**src/rtl/sdram_frame_writer.sv**
```systemverilog
// Buffers a pixel stream in a small FIFO and issues one SDRAM word write per pixel.
// Define SDRAM_FRAME_WRITER_OVF_CNT_EN to add a saturating dropped-pixel counter (ovf_count).
module sdram_frame_writer #(
  parameter int DATA_WIDTH   = 16,
  parameter int FIFO_DEPTH   = 16,
  parameter int FRAME_PIXELS = 76800
) (
  input  logic                  clk,
  input  logic                  rst_n,
  input  logic                  sdram_init_done,
  input  logic                  frame_start,
  input  logic                  pix_valid,
  input  logic [DATA_WIDTH-1:0] pix_data,
  output logic                  write_enable,
  output logic [17:0]           write_addr,
  output logic [DATA_WIDTH-1:0] write_data,
  input  logic                  write_ready,
  output logic                  fifo_full,
  output logic                  overflow,
  output logic                  frame_done
`ifdef SDRAM_FRAME_WRITER_OVF_CNT_EN
  ,
  output logic [15:0]           ovf_count
`endif
);

  localparam int AW = $clog2(FIFO_DEPTH);
  localparam logic [17:0] LAST_PIX = 18'(FRAME_PIXELS - 1);
  localparam logic [AW:0] DEPTH    = (AW + 1)'(FIFO_DEPTH);
  localparam logic [AW:0] ONE      = (AW + 1)'(1);

  typedef enum logic [1:0] {WAIT_INIT, WAIT_FRAME, STREAM, DRAIN} state_t;

  state_t                state_reg, state_next;
  logic [DATA_WIDTH-1:0] mem [FIFO_DEPTH];
  logic [AW-1:0]         wr_ptr_reg, rd_ptr_reg;
  logic [AW:0]           count_reg;
  logic [17:0]           addr_reg, pix_count_reg, pix_count_base;
  logic                  suppress_reg, overflow_reg, frame_done_reg;
  logic                  active, empty, full, start, flush, accept;
  logic                  pop, push, drop, last_pixel, final_xfer;

  always_comb begin
    state_next     = state_reg;
    active         = (state_reg == STREAM) || (state_reg == DRAIN);
    empty          = (count_reg == '0);
    full           = (count_reg == DEPTH);
    // The cycle after a resync is held quiet even though pixel 0 may be buffered.
    write_enable   = active && !empty && !suppress_reg;
    write_data     = empty ? '0 : mem[rd_ptr_reg];
    pop            = write_enable && write_ready;
    start          = sdram_init_done && frame_start && (state_reg != WAIT_INIT);
    flush          = start || !sdram_init_done;
    accept         = pix_valid && sdram_init_done && (start || state_reg == STREAM);
    push           = accept && (flush || !full || pop);
    drop           = accept && !push;
    pix_count_base = start ? '0 : pix_count_reg;
    // Dropped pixels still advance the count so every frame terminates.
    last_pixel     = accept && (pix_count_base == LAST_PIX);
    final_xfer     = pop && (state_reg == DRAIN) && (count_reg == ONE) && !flush;

    if (!sdram_init_done) begin
      state_next = WAIT_INIT;
    end else if (start) begin
      state_next = last_pixel ? DRAIN : STREAM;
    end else begin
      case (state_reg)
        WAIT_INIT:  state_next = WAIT_FRAME;
        WAIT_FRAME: state_next = WAIT_FRAME;
        STREAM:     if (last_pixel) state_next = DRAIN;
        DRAIN:      if (final_xfer) state_next = WAIT_FRAME;
        default:    state_next = WAIT_INIT;
      endcase
    end
  end

  always_ff @(posedge clk or negedge rst_n) begin
    if (!rst_n) state_reg <= WAIT_INIT;
    else        state_reg <= state_next;
  end

  always_ff @(posedge clk or negedge rst_n) begin
    if (!rst_n) begin
      wr_ptr_reg     <= '0;
      rd_ptr_reg     <= '0;
      count_reg      <= '0;
      addr_reg       <= '0;
      pix_count_reg  <= '0;
      suppress_reg   <= 1'b0;
      overflow_reg   <= 1'b0;
      frame_done_reg <= 1'b0;
    end else begin
      if (flush) begin
        wr_ptr_reg <= push ? AW'(1) : '0;
        rd_ptr_reg <= '0;
        count_reg  <= push ? ONE : '0;
        addr_reg   <= '0;
      end else begin
        if (push) wr_ptr_reg <= wr_ptr_reg + AW'(1);
        if (pop)  rd_ptr_reg <= rd_ptr_reg + AW'(1);
        count_reg <= count_reg + (AW + 1)'(push) - (AW + 1)'(pop);
        if (pop) addr_reg <= (addr_reg == LAST_PIX || final_xfer) ? '0 : addr_reg + 18'd1;
      end

      if (!sdram_init_done) pix_count_reg <= '0;
      else if (accept)      pix_count_reg <= last_pixel ? '0 : pix_count_base + 18'd1;
      else if (start)       pix_count_reg <= '0;

      suppress_reg   <= start && active;
      frame_done_reg <= final_xfer;
      if (start)     overflow_reg <= 1'b0;
      else if (drop) overflow_reg <= 1'b1;
    end
  end

  // Storage carries no reset; occupancy alone decides what is valid.
  always_ff @(posedge clk) begin
    if (push) mem[flush ? '0 : wr_ptr_reg] <= pix_data;
  end

  assign write_addr = addr_reg;
  assign fifo_full  = full;
  assign overflow   = overflow_reg;
  assign frame_done = frame_done_reg;

`ifdef SDRAM_FRAME_WRITER_OVF_CNT_EN
  logic [15:0] ovf_count_reg;

  always_ff @(posedge clk or negedge rst_n) begin
    if (!rst_n)                                ovf_count_reg <= '0;
    else if (start)                            ovf_count_reg <= '0;
    else if (drop && ovf_count_reg != 16'hFFFF) ovf_count_reg <= ovf_count_reg + 16'd1;
  end

  assign ovf_count = ovf_count_reg;
`endif

endmodule

```
**config.mk**
```make
export PLATFORM = sky130hd
export DESIGN_NAME = sdram_frame_writer
export DESIGN_NICKNAME = d
export VERILOG_FILES = /design/src/rtl/sdram_frame_writer.sv
export SDC_FILE = /design/constraint.sdc
export NUM_CORES = 1
export LEC_CHECK = 0
export CAP_MARGIN = 0
export CORE_ASPECT_RATIO = 0.6
export CORE_MARGIN = 8
export CORE_UTILIZATION = 45
export DETAILED_ROUTE_END_ITERATION = 12
export GPL_TIMING_DRIVEN = 0
export PLACE_DENSITY = 0.68
export SLEW_MARGIN = 40
export SYNTH_ARGS = -nofsm -noshare
export SYNTH_HDL_FRONTEND = slang
export SYNTH_SLANG_ARGS = --single-unit
```
**constraint.sdc**
```tcl
create_clock -name clk -period 3.3 [get_ports clk]
set_clock_uncertainty 0.15 [all_clocks]
set_input_delay 0.825 -clock clk [delete_from_list [all_inputs] [get_ports clk]]
set_output_delay 0.825 -clock clk [all_outputs]
set_load 0.01 [all_outputs]
```
==> flow_summary.yaml, run 1 <==
setup_path:
  endpoint_kind: "output pin"
  path_class: "reg2out"
  crit_path_start_kind: "flop"
  cp.arrival_ps: 2570
  required_ps: 2320
  cp_max_fo: 7
synth:
  ys_top_cells_by_count: "edfxtp_1 (256), mux2i_1 (66), nor2_1 (55), dfrtp_1 (54), nand2_1 (39)"
  synth_top_area_frac: 0.590
  synth_top_area_cell: "edfxtp_1"
  synthArstFlopShare: 0.174
  yosysWarnings: 0
  avgSynthCellArea_sq_um: 16.1
  synth-edff-count: 256
  yosysMostFrequentCell: "edfxtp_1"
  yosysSeqAreaShare: 0.693
  netlist_area_sq_mm: 0.0130
  yosys.cell_types.count: 61
  synth_area_leaders: "edfxtp_1 (59%), dfrtp_1 (10%), mux4_2 (5.5%), mux2i_1 (5.1%), nor2_1 (1.6%)"
  synth_nets: 845
  ys_seq_elements: 310
  ys.flop_type: "edfxtp_1"
  synth_cells: 812
timing:
  fin_ws_ps: -242
  worst_pin_slew_ps: 787
  period_share: 1.07
  max_freq_ghz: 0.282
  layout_min_cycle_time_ps: 3540
  hold_violations: 0
  hold_ws_ps: 354
  setup_viol: 16
  drv_slew: 0
  relSlewSlack: 0.475
  rsz0062_at_grt: "true"
global_route:
  grt_pass1_vias: 7808
  antenna_found_initial: 0
  grtUsageTotal: 0.185
  grt_max_degree: 41
  gr-total-overflow: 0
  grt_pass1_wl_um: 49100
clock_tree:
  cts_buffer_depth: 3
  cts_made_buffers: 29
  clkLatencyLatePin_ps: 570
  cts_tree: "yes"
  cts_max_level: 1
  cts.clk_slew.worst_paths_ps: 70
  cts.sinks: 310
  cts-root-buf: "clkbuf_16"
detailed_routing:
  top_layer_used: "met4"
  route.met3.wl_um: 3030
  wl_met2_um: 14700
  drt-wirelength-per-cell_um: 25.0
  first_pass_iters: 5
  drtAntennaViolNets: 0
  viasPerCell: 5.93
  drtIter0Drc: 827
  drt_wl_total_um: 33600
  drc: 0
  met1Wirelength_um: 15100
  dr_total_vias: 7986
floorplanning:
  dieArea_sq_mm: 0.0348
  io_pins: 60
  die_h_um: 148
  start_util: 0.455
  core_sq_mm: 0.0286
  chipWidth_um: 236
  row_count: 48
min_path:
  holdCritPathClass: "reg2reg"
power_and_ir_drop:
  power.density_mw_per_mm2: 530
  ir_drop_mv: 0.361
  power.leakage_uw: 0.00533
job:
  maxCapViolations: 0
status:
  violations: "negative setup slack"
  outcome: "finished, violations left"
place:
  gp_congestion: 0.814
  hpwl_um: 21600
  io_buffers: 59
  place_ws_ps: -941
cells_and_area:
  syn_to_final_growth_pct: 27.1
  antenna_cells: 0
  nets: 982
  drive_gt1_frac: 0.300
  largest_register_ffs: 256
  final_core_util: 0.578
[cells in the final DEF (no fill, tap or decap), types with 20 or more instances in the layout]
| cell | synthesis | final |
|---|---|---|
| dfrtp_1 | 54 | 54 |
| edfxtp_1 | 256 | 256 |
| nand2_1 | 39 | 37 |
| buf_4 | 9 | 27 |
| mux4_2 | 32 | 32 |
| nor2_1 | 55 | 42 |
| clkdlybuf4s50_1 | 0 | 41 |
| mux2i_1 | 66 | 52 |
| buf_2 | 9 | 20 |
| clkbuf_16 | 0 | 32 |
[routing by layer]
| layer | track usage | up-vias |
|---|---|---|
| met3 | 0.0435 | 50 |
| li1 | - | 3507 |
| met1 | 0.276 | 4100 |
| met2 | 0.270 | 329 |
| met5 | 0 | - |
| met4 | 0.0474 | 0 |
[cells by family (layout without fill, tap and decap cells)]
| group | count (synthesis) | after routing | synth area share |
|---|---|---|---|
| buffers and inverters | 53 | 213 | 0.0204 |
| xor gates and xnor gates | 33 | 33 | 0.0222 |
| AOI/OAI and AO/OA | 122 | 122 | 0.0687 |
| muxes | 100 | 100 | 0.108 |
| DFF | 310 | 310 | 0.693 |
| adders and majority gates | 11 | 11 | 0.0111 |
| and+or+nand+nor | 183 | 183 | 0.0764 |
[area by class of cell]
type / count / area (sq um)
clock buffers: 34 / 744
fillers: 2097 / 12100
flip-flops and latches: 310 / 9040
well taps: 375 / 469
repair buffers: 106 / 1120
inverters: 13 / 52.6
multi-input cells: 449 / 4500
plain buffers: 40 / 429
clock inverters: 20 / 205
[timing repair]
item	in CTS	in global routing
cloned	0	2
hold endpoints to repair	14	0
endpoints found under the setup margin	176	98
resized for setup	204	52
hold buffers	1	0
pin swaps	36	37
buffers inserted	17	12
[report_power, final]
| part | switching (uW) | total (uW) | internal [uW] | leakage [uW] |
|---|---|---|---|---|
| sequential | 31.8 | 4300 | 4270 | 0.00305 |
| combinational | 629 | 1080 | 454 | 0.00183 |
| clock | 1470 | 3390 | 1930 | 0.000455 |
[metrics by stage]
stage | TNS, ps | std cells | power, uW | instance area, sq um
4_1_cts | -2270 | 1332 | 8730 | 16100
6_report | -2480 | 1347 | 8780 | 16600
5_1_grt | -3570 | 1347 | 9030 | 16600
2_1_floorplan | 0 | 812 | 4870 | 13100
3_5_place_dp | -166910 | 1260 | 5360 | 14500
3_3_place_gp | -356600 | 1246 | 5340 | 14100
[critical path: stages, from the launching register on]
cell and delay [ps]:
dfrtp_1 420, buf_6 170, buf_12 160, buf_12 140, mux2i_2 160, o221ai_4 270
o21ai_2 100, a211oi_2 360, buf_2 200
[path summary, 6_finish.rpt]
| kind | from | depth (start not counted) | slack [ps] | end |
|---|---|---|---|---|
| max reg2reg | count_reg[2] | 15 | 30 | count_reg[4] |
| min in group asynchronous | rst_n | 2 | 510 | pix_count_reg[2] |
| min | overflow | 2 | 350 | overflow |
| min reg2reg | overflow | 2 | 350 | overflow |
| max | rd_ptr_reg[0] | 8 | -240 | write_data[15] |
| max in group asynchronous | rst_n | 3 | 2010 | frame_done |
(Power assumes the default switching activity.)
==> run 2, diff against run 1 <==
- CTS_CLUSTER_DIAMETER: default -> 150
==> results of run 2 <==
No change in the layout: final DEF, timing and power equal those of run 1.
==> run 3, diff against run 2 <==
- CORE_MARGIN: 8 -> default
==> run 3 against run 2 <==
Against the previous run: the run still ends with negative setup slack left; count of clock-buffer cells in the layout increased by 12; die area decreased by 15%; largest cell class unchanged; cell count decreased by 1.0%; combinational power increased by 5%; cell area decreased by 0.37%; clock power decreased by 2%; critical endpoint is now write_data[4]; wire length decreased by 2.3%; hold slack got worse by 1.8 ps; utilization increased by 1.1 points; sequential power about the same.
==> flow_summary.yaml, run 3 (synthesized netlist as in run 1, its figures left out) <==
timing:
  layout_min_cycle_time_ps: 3490
  tns_ps: -1980
  max_freq_ghz: 0.287
  drv_slew: 0
  setup_viol: 16
  hold_ws_ps: 352
  fin_ws_ps: -187
  hold_violations: 0
  rsz0062_at_grt: "true"
  period_share: 1.06
  worst_pin_slew_ps: 834
  relSlewSlack: 0.444
global_route:
  antenna_found_initial: 0
  grtUsageTotal: 0.225
  grt_pass1_wl_um: 49200
  gr-total-overflow: 0
  grt_pass1_vias: 7623
  grt_max_degree: 40
place:
  place_ws_ps: -844
  gp_congestion: 0.821
  hpwl_um: 21000
  place_inst: 1250
  io_buffers: 59
setup_path:
  r2r-end: "count_reg[4]"
  critPathTopFamily: "compound AO/OA/AOI/OAI gates"
  cpPeakStageDelay_ps: 400
  path_class: "reg2out"
  required_ps: 2320
  crit_slowest_cell: "dfrtp_1"
  r2r_slack_ps: 160
  crit_chain: "buf_6 -> buf_12 -> buf_12 -> mux2i_2 -> o221ai_4 -> o32ai_2 -> a211oi_2 -> buf_2"
  r2r-start: "count_reg[2]"
  crit_buf_inv: 4
  cp.arrival_ps: 2510
  crit_top_cell: "buf_12"
  cp_max_fo: 5
  crit_path_start_kind: "flop"
  endpoint_kind: "output pin"
  worstRegToRegCells: 15
detailed_routing:
  dr_total_vias: 7984
  drt_wl_total_um: 32900
  first_pass_iters: 5
  drc: 0
  viasPerCell: 5.99
  drtIter0Drc: 1075
  top_layer_used: "met4"
  drtAntennaViolNets: 0
  drt-wirelength-per-cell_um: 24.7
  met1Wirelength_um: 15200
  wl_met2_um: 13500
  route.met3.wl_um: 3560
power_and_ir_drop:
  p_total_uw: 8750
  p_clk_frac: 0.380
  p_int_uw: 6670
  switching_share: 0.237
  p_comb_frac: 0.129
  seqPwrFrac: 0.491
  power_switching_uw: 2080
  ir_drop_mv: 0.407
  power.density_mw_per_mm2: 530
  power.leakage_uw: 0.00535
clock_tree:
  cts_buffer_depth: 3
  cts-root-buf: "clkbuf_16"
  cts.clk_slew.worst_paths_ps: 70
  cts_made_buffers: 29
  cts_tree: "yes"
  cts.sinks: 310
  clkLatencyLatePin_ps: 560
  cts_max_level: 1
cells_and_area:
  antenna_cells: 0
  nets: 977
  stdcell_count: 1333
  layout_commonest_cell: "edfxtp_1"
  largest_register_ffs: 256
  drive_gt1_frac: 0.296
  syn_to_final_growth_pct: 26.6
  final_cell_mix: "edfxtp_1 (256), mux2i_1 (54), dfrtp_1 (54)"
min_path:
  holdPathStages: 2
  holdCritPathClass: "reg2reg"
  hold_start: "overflow"
  holdPathEnd: "overflow"
floorplanning:
  dieArea_sq_mm: 0.0297
  row_count: 47
  die_h_um: 134
  chipWidth_um: 222
  core_sq_mm: 0.0280
  io_pins: 60
  start_util: 0.466
status:
  outcome: "finished, violations left"
  violations: "negative setup slack"
job:
  maxCapViolations: 0
## run 3: cell count changes in the layout (fill, tap and decap cells not counted), moves of 4 or more
cell / before / now
o21ai_1: 9 / 14
o22ai_2: 13 / 9
clkbuf_1: 9 / 13
o22ai_1: 4 / 8
clkbuf_4: 4 / 9
o21ai_2: 9 / 5
buf_6: 8 / 18
clkinv_1: 9 / 1
buf_4: 27 / 17
o32ai_2: 12 / 16
## run 3: how the worst max path moves through the flow
stage / start / to / slack [ps] / depth (start not counted)
after floorplan: sdram_init_done / mem[12][0] / 150 / 6
after global placement: frame_start / mem[8][6] / -1490 / 6
after detailed placement: frame_start / count_reg[4] / -840 / 14
after CTS: rd_ptr_reg[0] / write_data[5] / -180 / 8
after global routing: rd_ptr_reg[2] / write_data[4] / -250 / 7
final: rd_ptr_reg[0] / write_data[4] / -190 / 8
## run 3: worst min-delay path, cell delays in order (launching register included)
cell	delay, ps
dfrtp_1	340
a31oi_1	50
nor2_1	80
## run 3: what timing repair did
| item | in CTS | in global routing |
|---|---|---|
| setup endpoints to repair | 235 | 151 |
| buffers inserted | 18 | 5 |
| pin swaps | 40 | 16 |
| hold endpoints to repair | 15 | 0 |
| gates cloned | 3 | 2 |
| resized for setup | 231 | 28 |
| hold buffers | 1 | 0 |
## run 3: power groups by stage
| stage | logic [uW] | clock network (uW) | registers [uW] |
|---|---|---|---|
| after global routing | 1190 | 3510 | 4300 |
| after floorplan | 498 | 0 | 4380 |
| after detailed placement | 954 | 0 | 4380 |
| final | 1130 | 3320 | 4300 |
| after CTS | 1040 | 3350 | 4300 |
| after global placement | 935 | 0 | 4380 |
## run 3: routing by layer
metal / global-route usage / vias up
li1: - / 3494
met1: 0.360 / 4065
met2: 0.308 / 372
met3: 0.0545 / 53
met4: 0.0517 / 0
met5: 0 / -
## run 3: final cells by class
type | count | area, sq um
timing repair buffer | 101 | 1080
tap | 367 | 459
inverter | 13 | 48.8
fill | 2075 | 11500
buffer | 40 | 458
clock buffer | 46 | 842
clock inverter | 7 | 87.6
sequential | 310 | 9040
multi-input combinational | 449 | 4490
## run 3: metrics by stage
stage / util / cell area [sq um]
after floorplan: - / 13100
after global routing: 0.590 / 16500
after CTS: 0.582 / 16300
final: 0.590 / 16500
after global placement: 0.504 / 14100
after detailed placement: 0.514 / 14400
